--- config.mk ---
export PLATFORM = sky130hd
export DESIGN_NAME = pipeline_sched
export DESIGN_NICKNAME = d
export VERILOG_FILES = /design/src/rtl/pipeline_sched_pkg.sv /design/src/rtl/pipeline_sched_hazard_detect.sv /design/src/rtl/pipeline_sched.sv
export SDC_FILE = /design/constraint.sdc
export NUM_CORES = 1
export LEC_CHECK = 0
export CORE_MARGIN = 2
export CORE_UTILIZATION = 50
export DETAILED_ROUTE_END_ITERATION = 10
export HOLD_SLACK_MARGIN = 0.15
export PLACE_DENSITY = 0.93
export SLEW_MARGIN = 15
export SYNTH_ARGS = -nofsm -noshare
export SYNTH_HDL_FRONTEND = slang
export SYNTH_HIERARCHICAL = 1
export SYNTH_SLANG_ARGS = --single-unit
--- constraint.sdc ---
create_clock -name i_clk -period 4.35 [get_ports i_clk]
set_input_delay 0.435 -clock i_clk [delete_from_list [all_inputs] [get_ports i_clk]]
set_output_delay 0.435 -clock i_clk [all_outputs]
set_load 0.01 [all_outputs]
--- src/rtl/pipeline_sched_pkg.sv ---
// Shared definitions for the 5-stage pipeline sequencer: state encoding,
// pipeline control vector and decode helpers.
package pipeline_sched_pkg;

  typedef enum logic [2:0] {
    ST_IDLE   = 3'd0,
    ST_RUN    = 3'd1,
    ST_STEP   = 3'd2,
    ST_DRAIN  = 3'd3,
    ST_HALTED = 3'd4
  } state_e;

  localparam logic [5:0] HALT_OPCODE = 6'b111111;
  localparam logic [4:0] REG_ZERO    = 5'd0;

  typedef struct packed {
    logic pc_en;
    logic if_id_en;
    logic if_id_flush;
    logic id_ex_en;
    logic id_ex_flush;
    logic ex_mem_en;
    logic mem_wb_en;
  } pipe_ctrl_t;

  // Field order: pc_en, if_id_en, if_id_flush, id_ex_en, id_ex_flush, ex_mem_en, mem_wb_en
  localparam pipe_ctrl_t CTRL_FROZEN  = 7'b000_0000;
  localparam pipe_ctrl_t CTRL_ADVANCE = 7'b110_1011;
  localparam pipe_ctrl_t CTRL_BRANCH  = 7'b111_1111;
  localparam pipe_ctrl_t CTRL_STALL   = 7'b000_1111;

  function automatic logic is_halt_opcode(input logic [5:0] opcode);
    return (opcode == HALT_OPCODE);
  endfunction

  // Writes to $zero never create a real dependency, so they never stall.
  function automatic logic load_use_hit(input logic       mem_read,
                                        input logic [4:0] ex_rt,
                                        input logic [4:0] id_rs,
                                        input logic [4:0] id_rt);
    return mem_read && (ex_rt != REG_ZERO) && ((ex_rt == id_rs) || (ex_rt == id_rt));
  endfunction

endpackage

--- src/rtl/pipeline_sched_hazard_detect.sv ---
// Combinational hazard resolution for one active pipeline cycle:
// branch flush beats HALT, which beats a load-use stall.
module hazard_detect
  import pipeline_sched_pkg::*;
(
  input  logic       id_halt_i,
  input  logic [4:0] id_rs_i,
  input  logic [4:0] id_rt_i,
  input  logic       ex_mem_read_i,
  input  logic [4:0] ex_rt_i,
  input  logic       branch_taken_i,
  output pipe_ctrl_t ctrl_o,
  output logic       halt_take_o
);

  logic load_use_s;

  assign load_use_s = load_use_hit(ex_mem_read_i, ex_rt_i, id_rs_i, id_rt_i);

  // Priority-resolved control vector for an active cycle.
  always_comb begin
    ctrl_o      = CTRL_ADVANCE;
    halt_take_o = 1'b0;
    if (branch_taken_i) begin
      ctrl_o = CTRL_BRANCH;
    end else if (id_halt_i) begin
      ctrl_o      = CTRL_STALL;
      halt_take_o = 1'b1;
    end else if (load_use_s) begin
      ctrl_o = CTRL_STALL;
    end else begin
      ctrl_o = CTRL_ADVANCE;
    end
  end

endmodule

--- src/rtl/pipeline_sched.sv ---
// Pipeline sequencing controller: debug run/step/pause FSM, HALT drain,
// hazard-driven enables/flushes and a saturating active-cycle counter.
module pipeline_sched
  import pipeline_sched_pkg::*;
#(
  parameter int NBITS     = 32,
  parameter int DRAIN_CYC = 3
) (
  input  logic             i_clk,
  input  logic             i_rst,
  input  logic             i_run,
  input  logic             i_step,
  input  logic             i_pause,
  input  logic [4:0]       i_id_rs,
  input  logic [4:0]       i_id_rt,
  input  logic             i_id_halt,
  input  logic             i_ex_mem_read,
  input  logic [4:0]       i_ex_rt,
  input  logic             i_branch_taken,
  output logic             o_pc_en,
  output logic             o_if_id_en,
  output logic             o_if_id_flush,
  output logic             o_id_ex_en,
  output logic             o_id_ex_flush,
  output logic             o_ex_mem_en,
  output logic             o_mem_wb_en,
  output logic             o_running,
  output logic             o_halted,
  output logic [NBITS-1:0] o_cycles
);

  localparam int DCW = (DRAIN_CYC > 1) ? $clog2(DRAIN_CYC) : 1;
  localparam logic [DCW-1:0]   DRAIN_LOAD = DCW'(DRAIN_CYC - 1);
  localparam logic [NBITS-1:0] CYC_MAX    = {NBITS{1'b1}};
  localparam logic [NBITS-1:0] CYC_ONE    = {{(NBITS-1){1'b0}}, 1'b1};

  state_e           state_q, state_d;
  logic [DCW-1:0]   drain_q, drain_d;
  logic [NBITS-1:0] cycles_q, cycles_d;
  pipe_ctrl_t       hz_ctrl_s, ctrl_s;
  logic             halt_take_s;
  logic             active_s;

  hazard_detect u_hazard_detect (
    .id_halt_i      (i_id_halt),
    .id_rs_i        (i_id_rs),
    .id_rt_i        (i_id_rt),
    .ex_mem_read_i  (i_ex_mem_read),
    .ex_rt_i        (i_ex_rt),
    .branch_taken_i (i_branch_taken),
    .ctrl_o         (hz_ctrl_s),
    .halt_take_o    (halt_take_s)
  );

  assign active_s = (state_q == ST_RUN) || (state_q == ST_STEP);

  // Next-state, drain counter and cycle counter logic.
  always_comb begin
    state_d  = state_q;
    drain_d  = drain_q;
    cycles_d = cycles_q;
    case (state_q)
      ST_IDLE: begin
        if (i_run) begin
          state_d = ST_RUN;
        end else if (i_step) begin
          state_d = ST_STEP;
        end else begin
          state_d = ST_IDLE;
        end
      end
      ST_RUN: begin
        if (halt_take_s) begin
          state_d = ST_DRAIN;
          drain_d = DRAIN_LOAD;
        end else if (i_pause) begin
          state_d = ST_IDLE;
        end else begin
          state_d = ST_RUN;
        end
      end
      ST_STEP: begin
        if (halt_take_s) begin
          state_d = ST_DRAIN;
          drain_d = DRAIN_LOAD;
        end else begin
          state_d = ST_IDLE;
        end
      end
      ST_DRAIN: begin
        if (drain_q == '0) begin
          state_d = ST_HALTED;
        end else begin
          drain_d = drain_q - DCW'(1);
        end
      end
      ST_HALTED: state_d = ST_HALTED;
      default:   state_d = ST_IDLE;
    endcase

    if ((active_s || (state_q == ST_DRAIN)) && (cycles_q != CYC_MAX)) begin
      cycles_d = cycles_q + CYC_ONE;
    end else begin
      cycles_d = cycles_q;
    end
  end

  // Enables and flushes follow the current state and this cycle's hazards.
  always_comb begin
    ctrl_s = CTRL_FROZEN;
    case (state_q)
      ST_RUN, ST_STEP: ctrl_s = hz_ctrl_s;
      ST_DRAIN:        ctrl_s = CTRL_STALL;
      default:         ctrl_s = CTRL_FROZEN;
    endcase
  end

  // State, drain counter and cycle counter registers.
  always_ff @(posedge i_clk or negedge i_rst) begin
    if (!i_rst) begin
      state_q  <= ST_IDLE;
      drain_q  <= '0;
      cycles_q <= '0;
    end else begin
      state_q  <= state_d;
      drain_q  <= drain_d;
      cycles_q <= cycles_d;
    end
  end

  assign o_pc_en       = ctrl_s.pc_en;
  assign o_if_id_en    = ctrl_s.if_id_en;
  assign o_if_id_flush = ctrl_s.if_id_flush;
  assign o_id_ex_en    = ctrl_s.id_ex_en;
  assign o_id_ex_flush = ctrl_s.id_ex_flush;
  assign o_ex_mem_en   = ctrl_s.ex_mem_en;
  assign o_mem_wb_en   = ctrl_s.mem_wb_en;
  assign o_running     = (state_q == ST_RUN);
  assign o_halted      = (state_q == ST_HALTED);
  assign o_cycles      = cycles_q;

endmodule

==> run metrics, run 1 <==
area delta synth->final=35.0%; reg2reg start=state_q[2]$_DFFE_PN0P_; Port-buffer cells=63; CTS tree=done; vias per cell=5.43; final non-filler cell total=337; CTS buffer count=5; startpoint class of the critical path=primary input; DR vias=1830; post-route antenna net violation count=0; Worst Path Required=3.91 ns; Critical Path Stages=6; Post-Syn Area=2100 um^2; worst slew pin tran=0.695 ns; Tot GR Track Use=22.3%; worst-path maximum fanout=3; worst setup path start=i_ex_rt[1]; layout cells sized above 1=8.36%; grt total ovfl=0; TNS Setup=0 ns; Worst Slack Setup Final=1.50 ns; Slowest-stage cell, CP=or4_1; clk sinks=37; WP buf/inv=2; Clock Latency Late Sink=0.29 ns; clock skew=0.00520 ns; core area=4030 um^2; routed wire length=4.71 mm; crit-path max cell delay=0.58 ns; fin crit share=65.5%; Leak=1.17 nW; die width=68.8 um; CP top delay family=buffers and inverters; Max VDD drop=176 uV; post-synthesis sequential area ratio=44.1%; Hold WC Path Type=reg2reg; Tmin final=2.85 ns; syn_area_per_cell=9.46 um^2; Final Max Slew Viols=0; signal arrival time at the worst endpoint=2.41 ns; RD Place Congestion=0.755; Hold Buf Count CTS=0; largest net degree at the start of global routing=38; # Max-Cap Violations=0; first-pass GRT wire length=7.74 mm; clock-pin slew on the worst setup and hold paths=0.07 ns; die area=4730 um^2; RSZ-0062 raised after global routing=no; status=completed; Cells after DPL=329; Max Clock Freq=351 MHz; H-Tree Depth=2; Post-CTS Resized=0; iteration count of the initial detailed-routing pass=4; CTS max path bufs=2; Avg WL per Cell=14.0 um; Reg2Reg Depth=5; instance count of the mapped netlist=222; Worst Setup Path Type=in2out; Ant. Diodes=0; Yosys warning count=6; critical path endpoint=o_pc_en; I/O pin cnt=64; Die H=68.8 um; EDFF count, synth=0; minimum setup slack after placement=1.50 ns; vias in the first global route=1653; Starting Density=52.1%; Post-CTS Setup Bufs=0; Synth async-reset ratio=100%; root buffer cell=clkbuf_8; drt initial violations=111; CP Cell Sequence=clkdlybuf4s50_1 -> or4_1 -> o21ai_2 -> o31a_2 -> and2_1 -> clkdlybuf4s50_1; Final Hold Fails=0; Crit. End Element=output pin; top_reg_cell synth=dfrtp_1; met1 Use GR=29.0%; Site Rows=23; Reg-to-Reg End=o_cycles[29]$_DFFE_PN0P_; busiest grt layer=met2; Hold Slack=0.490 ns; GR Util met2=36.2%; Remaining DRCs=0; PwrDens=217 nW/um^2; final setup fails=0; Seq cells post-synth=37; final net count=311; relative slew slack=53.2%; initial antenna violation count=0; DP HPWL=3.56 mm; Worst R2R Setup Slack=2.06 ns; number of library cell types mapped by synthesis=41; cell repeated most along the worst path=clkdlybuf4s50_1; met3 GRT Util=4.06%
cell type report:
cell class / instances / area (um^2)
fillers: 322 / 1190
multi-input cells: 172 / 1100
clock buffers: 6 / 72.6
well taps: 50 / 62.6
repair buffers: 64 / 638
flip-flops and latches: 37 / 926
clock inverters: 2 / 10.0
inverters: 6 / 22.5
cell families after synthesis:
family / count (synthesis) / share of synthesized area, %
compound gates: 30 / 9.24
other cells: 1 / 0.179
xor+xnor: 38 / 15.9
buf+inv: 15 / 3.75
flops: 37 / 44.1
fa+ha+maj: 2 / 1.19
simple gates: 96 / 24.1
mux: 3 / 1.61
where the power goes:
| group | leakage, nW | internal [mW] | switching [mW] | total (mW) |
|---|---|---|---|---|
| clock network | 0.0450 | 0.111 | 0.119 | 0.229 |
| logic | 0.620 | 0.0245 | 0.0184 | 0.0429 |
| registers | 0.507 | 0.344 | 0 | 0.344 |
| total | 1.17 | 0.479 | 0.137 | 0.616 |
cell usage in the layout, fill, tap and decap left out, drive strengths merged, types with 2 or more instances in the layout:
cell type      Yosys  routed
nand2             14      14
inv                6       6
nand4             10      10
and2               6       6
clkinv             0       2
xor2              22      22
a21oi             10      10
or2                2       2
nor4               3       3
o21ai              7       7
or4                2       2
a31oi              2       2
nor3b              2       2
xnor2             16      16
ha                 2       2
nand3             17      17
nor3              10      10
conb               1       3
clkbuf             3       6
and3               2       2
dfrtp             37      37
mux2               3       3
o22ai              2       2
clkdlybuf4s50      0      63
nor2              24      24
per-layer routing:
metal	vias up	wire length, um
li1	901	-
met1	867	2050
met2	49	2320
met3	13	212
met4	0	129
met5	-	0
synth_stat cells, types with 2 or more instances:
cell	number	share of area [%]
mux2_2	3	1.6
nor3_2	3	1.4
o21ai_0	6	1.4
and2_1	6	1.8
o22ai_1	2	0.60
nor3_1	7	1.7
a21oi_1	10	2.4
or2_2	2	0.60
clkbuf_1	3	0.54
inv_1	6	1.1
buf_4	6	2.1
and3_1	2	0.60
nor4_1	3	0.89
nor2_1	24	4.3
xor2_1	22	9.2
nand3_1	17	4.1
nand2_1	14	2.5
ha_1	2	1.2
nor3b_1	2	0.71
dfrtp_1	37	44
xnor2_1	16	6.7
a31oi_1	2	0.60
nand4_1	9	2.7
worst min-delay path by stage:
stage / cells past startpoint / startpoint / to
after floorplan: 0 / i_rst / drain_q[0]$_DFFE_PN0P_
after global placement: 1 / o_cycles[19]$_DFFE_PN0P_ / o_cycles[19]$_DFFE_PN0P_
after detailed placement: 1 / o_cycles[31]$_DFFE_PN0P_ / o_cycles[31]$_DFFE_PN0P_
after CTS: 1 / o_cycles[31]$_DFFE_PN0P_ / o_cycles[31]$_DFFE_PN0P_
after global routing: 1 / o_cycles[19]$_DFFE_PN0P_ / o_cycles[19]$_DFFE_PN0P_
final: 1 / o_cycles[31]$_DFFE_PN0P_ / o_cycles[31]$_DFFE_PN0P_
state kept, by name (all words and copies together) (netlist names):
| signal | cells |
|---|---|
| state_q | 3 |
| o_cycles | 32 |
| drain_q | 2 |
per-stage QoR:
step | area [um^2] | utilization, % | power (mW)
3_3_place_gp | 2750 | 68.3 | 0.393
4_1_cts | 2830 | 70.3 | 0.621
6_report | 2830 | 70.3 | 0.616
2_1_floorplan | 2110 | - | 0.365
5_1_grt | 2830 | 70.3 | 0.636
3_5_place_dp | 2750 | 68.3 | 0.394
Power figures use the tool's default switching activity.
==> run 2, diff against run 1 <==
CORE_UTILIZATION = 47   (was 50)
PLACE_DENSITY = 0.88   (was 0.93)
clock period = 2.8 ns   (was 4.35 ns; I/O delays follow)
==> run metrics, run 2 (synthesis gave the netlist of run 1 again) <==
FF+latch area=926 um^2; Tmin final=2.50 ns; DP HPWL=3.61 mm; multi-input logic area=1100 um^2; Avg WL per Cell=14.2 um; vias in the first global route=1816; Worst Path Required=2.52 ns; Worst R2R Setup Slack=0.44 ns; Crit. End Element=output pin; CTS buffer count=5; Post-CTS Resized=0; die area=5020 um^2; Max VDD drop=285 uV; Worst Setup Path Type=in2out; CTS tree=done; worst-path maximum fanout=3; grt total ovfl=0; Reg-to-Reg End=o_cycles[29]$_DFFE_PN0P_; Final Max Slew Viols=0; met3 GRT Util=3.85%; Remaining DRCs=0; signal arrival time at the worst endpoint=2.22 ns; Final Hold Fails=0; reg2reg start=state_q[0]$_DFFE_PN0P_; root buffer cell=clkbuf_8; CTS max path bufs=2; Post-CTS Setup Bufs=0; first-pass GRT wire length=8.32 mm; routed wire length=4.82 mm; largest net degree at the start of global routing=38; Hold Buf Count CTS=0; met1 Use GR=24.9%; busiest grt layer=met2; post-route antenna net violation count=0; Worst Slack Setup Final=0.303 ns; number of flip-flops in the largest register=32; I/O pin cnt=64; Max Clock Freq=400 MHz; clock skew=0.00689 ns; final core occ=66.6%; TNS Setup=0 ns; drt initial violations=58; most common cell after layout, fill and taps aside=clkdlybuf4s50_1; clk sinks=37; vias per cell=5.42; FILL cells=359; Die H=70.8 um; core area=4320 um^2; initial antenna violation count=0; DR vias=1843; Port-buffer cells=63; H-Tree Depth=2; RD Place Congestion=0.868; final setup fails=0; area delta synth->final=37.1%; clock-pin slew on the worst setup and hold paths=0.07 ns; final net count=312; Site Rows=24; relative slew slack=55.0%; status=completed; PwrDens=373 nW/um^2; layout cells sized above 1=8.68%; GR Util met2=35.5%; most frequent cells in the layout=clkdlybuf4s50_1 (63), dfrtp_1 (37), nor2_1 (24); Design Power=1.07 mW; Starting Density=48.6%; Hold WC Path Type=in2async; Ant. Diodes=0; minimum setup slack after placement=0.292 ns; iteration count of the initial detailed-routing pass=4; # Max-Cap Violations=0; Leak=1.19 nW; die width=70.8 um; RSZ-0062 raised after global routing=no; Tot GR Track Use=20.8%; Reg2Reg Depth=5; worst slew pin tran=0.669 ns; Clock Latency Late Sink=0.29 ns; fin crit share=89.2%; startpoint class of the critical path=primary input
[run 2: cell count changes in the layout (fill, tap and decap cells not counted)]
cell,before,now
clkbuf_8,5,6
bufinv_16,0,1
buf_4,1,2
clkinv_2,2,0
[run 2: power by group]
group | internal (mW) | switching (mW)
Combinational | 0.0381 | 0.0289
Clock | 0.290 | 0.183
Sequential | 0.534 | 0
Total | 0.863 | 0.212
[run 2: worst max-delay path by stage]
stage	slack, ns	start	depth (start not counted)	end
2_1_floorplan	0.86	o_cycles[4]$_DFFE_PN0P_	5	o_cycles[27]$_DFFE_PN0P_
3_3_place_gp	0.32	i_ex_rt[1]	6	o_pc_en
3_5_place_dp	0.29	i_ex_rt[0]	8	o_id_ex_flush
4_1_cts	0.28	i_ex_rt[0]	8	o_id_ex_flush
5_1_grt	0.09	i_ex_rt[3]	8	o_id_ex_flush
6_report	0.30	i_ex_rt[0]	8	o_id_ex_flush
[run 2: layout make-up]
class	instances	share of cell area (%)
Clock inverter	1	1.04
Clock buffer	7	3.00
Inverter	6	0.783
Multi-Input combinational cell	172	38.3
Timing Repair Buffer	65	22.4
Sequential cell	37	32.2
Tap cell	52	2.26
[run 2: critical path, cell delays in order]
cell	delay (ns)
clkdlybuf4s50_1	0.48
xor2_1	0.19
nor3_1	0.17
a22oi_1	0.13
o21ai_0	0.17
o21ai_0	0.10
a21oi_1	0.15
clkdlybuf4s50_1	0.54
[run 2: metal layers]
layer | wire length, um | up-vias
li1 | - | 902
met1 | 2000 | 884
met2 | 2510 | 45
met3 | 185 | 12
met4 | 126 | 0
met5 | 0 | -
[run 2: metrics by stage]
step	cells	hold slack [ns]	cell area (um^2)
floorplan	224	-0.0156	2110
global placement	332	0.481	2760
detailed placement	332	0.480	2760
CTS	340	0.421	2880
global route	340	0.443	2880
finish	340	0.409	2880
==> run 3, diff against run 2 <==
CTS_CLUSTER_DIAMETER = 40   (was default)
GPL_TIMING_DRIVEN = 0   (was default)
==> run metrics, run 3 (synthesis gave the netlist of run 1 again) <==
initial antenna violation count=0; # Max-Cap Violations=0; DP HPWL=3.54 mm; signal arrival time at the worst endpoint=2.30 ns; Starting Density=48.6%; area delta synth->final=38.5%; fin crit share=92.1%; Tot GR Track Use=19.5%; layout cells sized above 1=9.76%; TNS Setup=0 ns; vias in the first global route=1735; relative slew slack=58.9%; most common cell after layout, fill and taps aside=clkdlybuf4s50_1; Reg2Reg Depth=5; CTS buffer count=5; reg2reg start=state_q[2]$_DFFE_PN0P_; Ant. Diodes=0; Worst Setup Path Type=in2out; H-Tree Depth=2; number of flip-flops in the largest register=32; Post-CTS Setup Bufs=0; met3 GRT Util=4.84%; GR Util met2=32.4%; Final Max Slew Viols=0; Worst R2R Setup Slack=0.67 ns; final net count=321; vias per cell=5.13; Max Clock Freq=388 MHz; core area=4320 um^2; Worst Path Required=2.52 ns; worst-path maximum fanout=3; Clock Latency Late Sink=0.29 ns; PwrDens=329 nW/um^2; Final Cell Area=2910 um^2; met1 Use GR=25.4%; Remaining DRCs=0; Leak=1.21 nW; busiest grt layer=met2; clk sinks=37; dpl cell area=2820 um^2; RD Place Congestion=0.859; Final Hold Fails=0; DR vias=1789; Die H=70.8 um; largest net degree at the start of global routing=27; die area=5020 um^2; Crit. End Element=output pin; drt initial violations=78; I/O pin cnt=64; Tmin final=2.58 ns; Reg-to-Reg End=o_cycles[29]$_DFFE_PN0P_; startpoint class of the critical path=primary input; status=completed; FILL cells=361; RSZ-0062 raised after global routing=no; most frequent cells in the layout=clkdlybuf4s50_1 (62), dfrtp_1 (37), nor2_1 (24); iteration count of the initial detailed-routing pass=4; post-route antenna net violation count=0; worst slew pin tran=0.611 ns; clock-pin slew on the worst setup and hold paths=0.07 ns; grt total ovfl=0; Hold WC Path Type=in2async; routed wire length=4.50 mm; CTS max path bufs=2; CTS tree=done; Max VDD drop=262 uV; final setup fails=0; multi-input logic area=1100 um^2; Port-buffer cells=63; Avg WL per Cell=12.9 um; root buffer cell=clkbuf_8; Site Rows=24; first-pass GRT wire length=7.85 mm; die width=70.8 um; FF+latch area=926 um^2; clock skew=0.00599 ns
run 3: cell types whose count changed in the layout (fill, tap and decap cells not counted), sizes merged:
cell | before | now
clkdlybuf4s50 | 63 | 62
buf | 2 | 8
bufinv | 1 | 0
dlygate4sd3 | 0 | 1
clkbuf | 7 | 11
run 3: cell type report:
class                           instances  share of cell area (%)
Inverter                                6                   0.775
Multi-Input combinational cell        172                    37.9
Sequential cell                        37                    31.8
Tap cell                               52                    2.24
Timing Repair Buffer                   65                    22.5
Buffer                                  9                    1.94
Clock buffer                            8                    2.75
run 3: worst max-delay path, cell delays in order:
cell and delay [ns]:
clkdlybuf4s50_1 0.48, xor2_1 0.19, nor3_1 0.17, a22oi_1 0.13, o31a_2 0.34, buf_4 0.13
and2_1 0.12, clkdlybuf4s50_1 0.47
run 3: how the worst max path moves through the flow:
stage,from,to,slack (ns)
finish,i_ex_rt[0],o_pc_en,0.22
detailed placement,i_ex_rt[3],o_pc_en,0.20
floorplan,o_cycles[4]$_DFFE_PN0P_,o_cycles[27]$_DFFE_PN0P_,0.86
global placement,i_ex_rt[0],o_pc_en,0.22
global route,i_ex_rt[0],o_id_ex_flush,0.08
CTS,i_ex_rt[3],o_pc_en,0.20
run 3: stage by stage:
step	power, mW	instances	hold WS, ns	setup WS (ns)	utilization, %
floorplan	0.567	224	-0.0156	0.856	-
finish	0.958	349	0.403	0.220	67.2
global placement	0.615	339	0.482	0.223	64.8
CTS	0.969	349	0.410	0.203	67.2
detailed placement	0.619	340	0.184	0.204	65.2
global route	0.994	349	0.423	0.0771	67.2
run 3: report_power, final:
part	internal (mW)	switching, mW	leakage [nW]
Combinational	0.0446	0.0302	0.659
Sequential	0.534	0	0.507
Clock	0.177	0.172	0.0395
Total	0.756	0.202	1.21
run 3: timing repair:
item | in CTS | in global routing
endpoints found under the hold margin | 11 | 0
hold buffers | 1 | 0
resized for setup | 0 | 0
run 3: per-layer routing:
layer	share of wire (%)	vias up
met5	0	-
met4	1.1	0
met3	4.6	6
met2	49	37
met1	45	830
li1	-	916
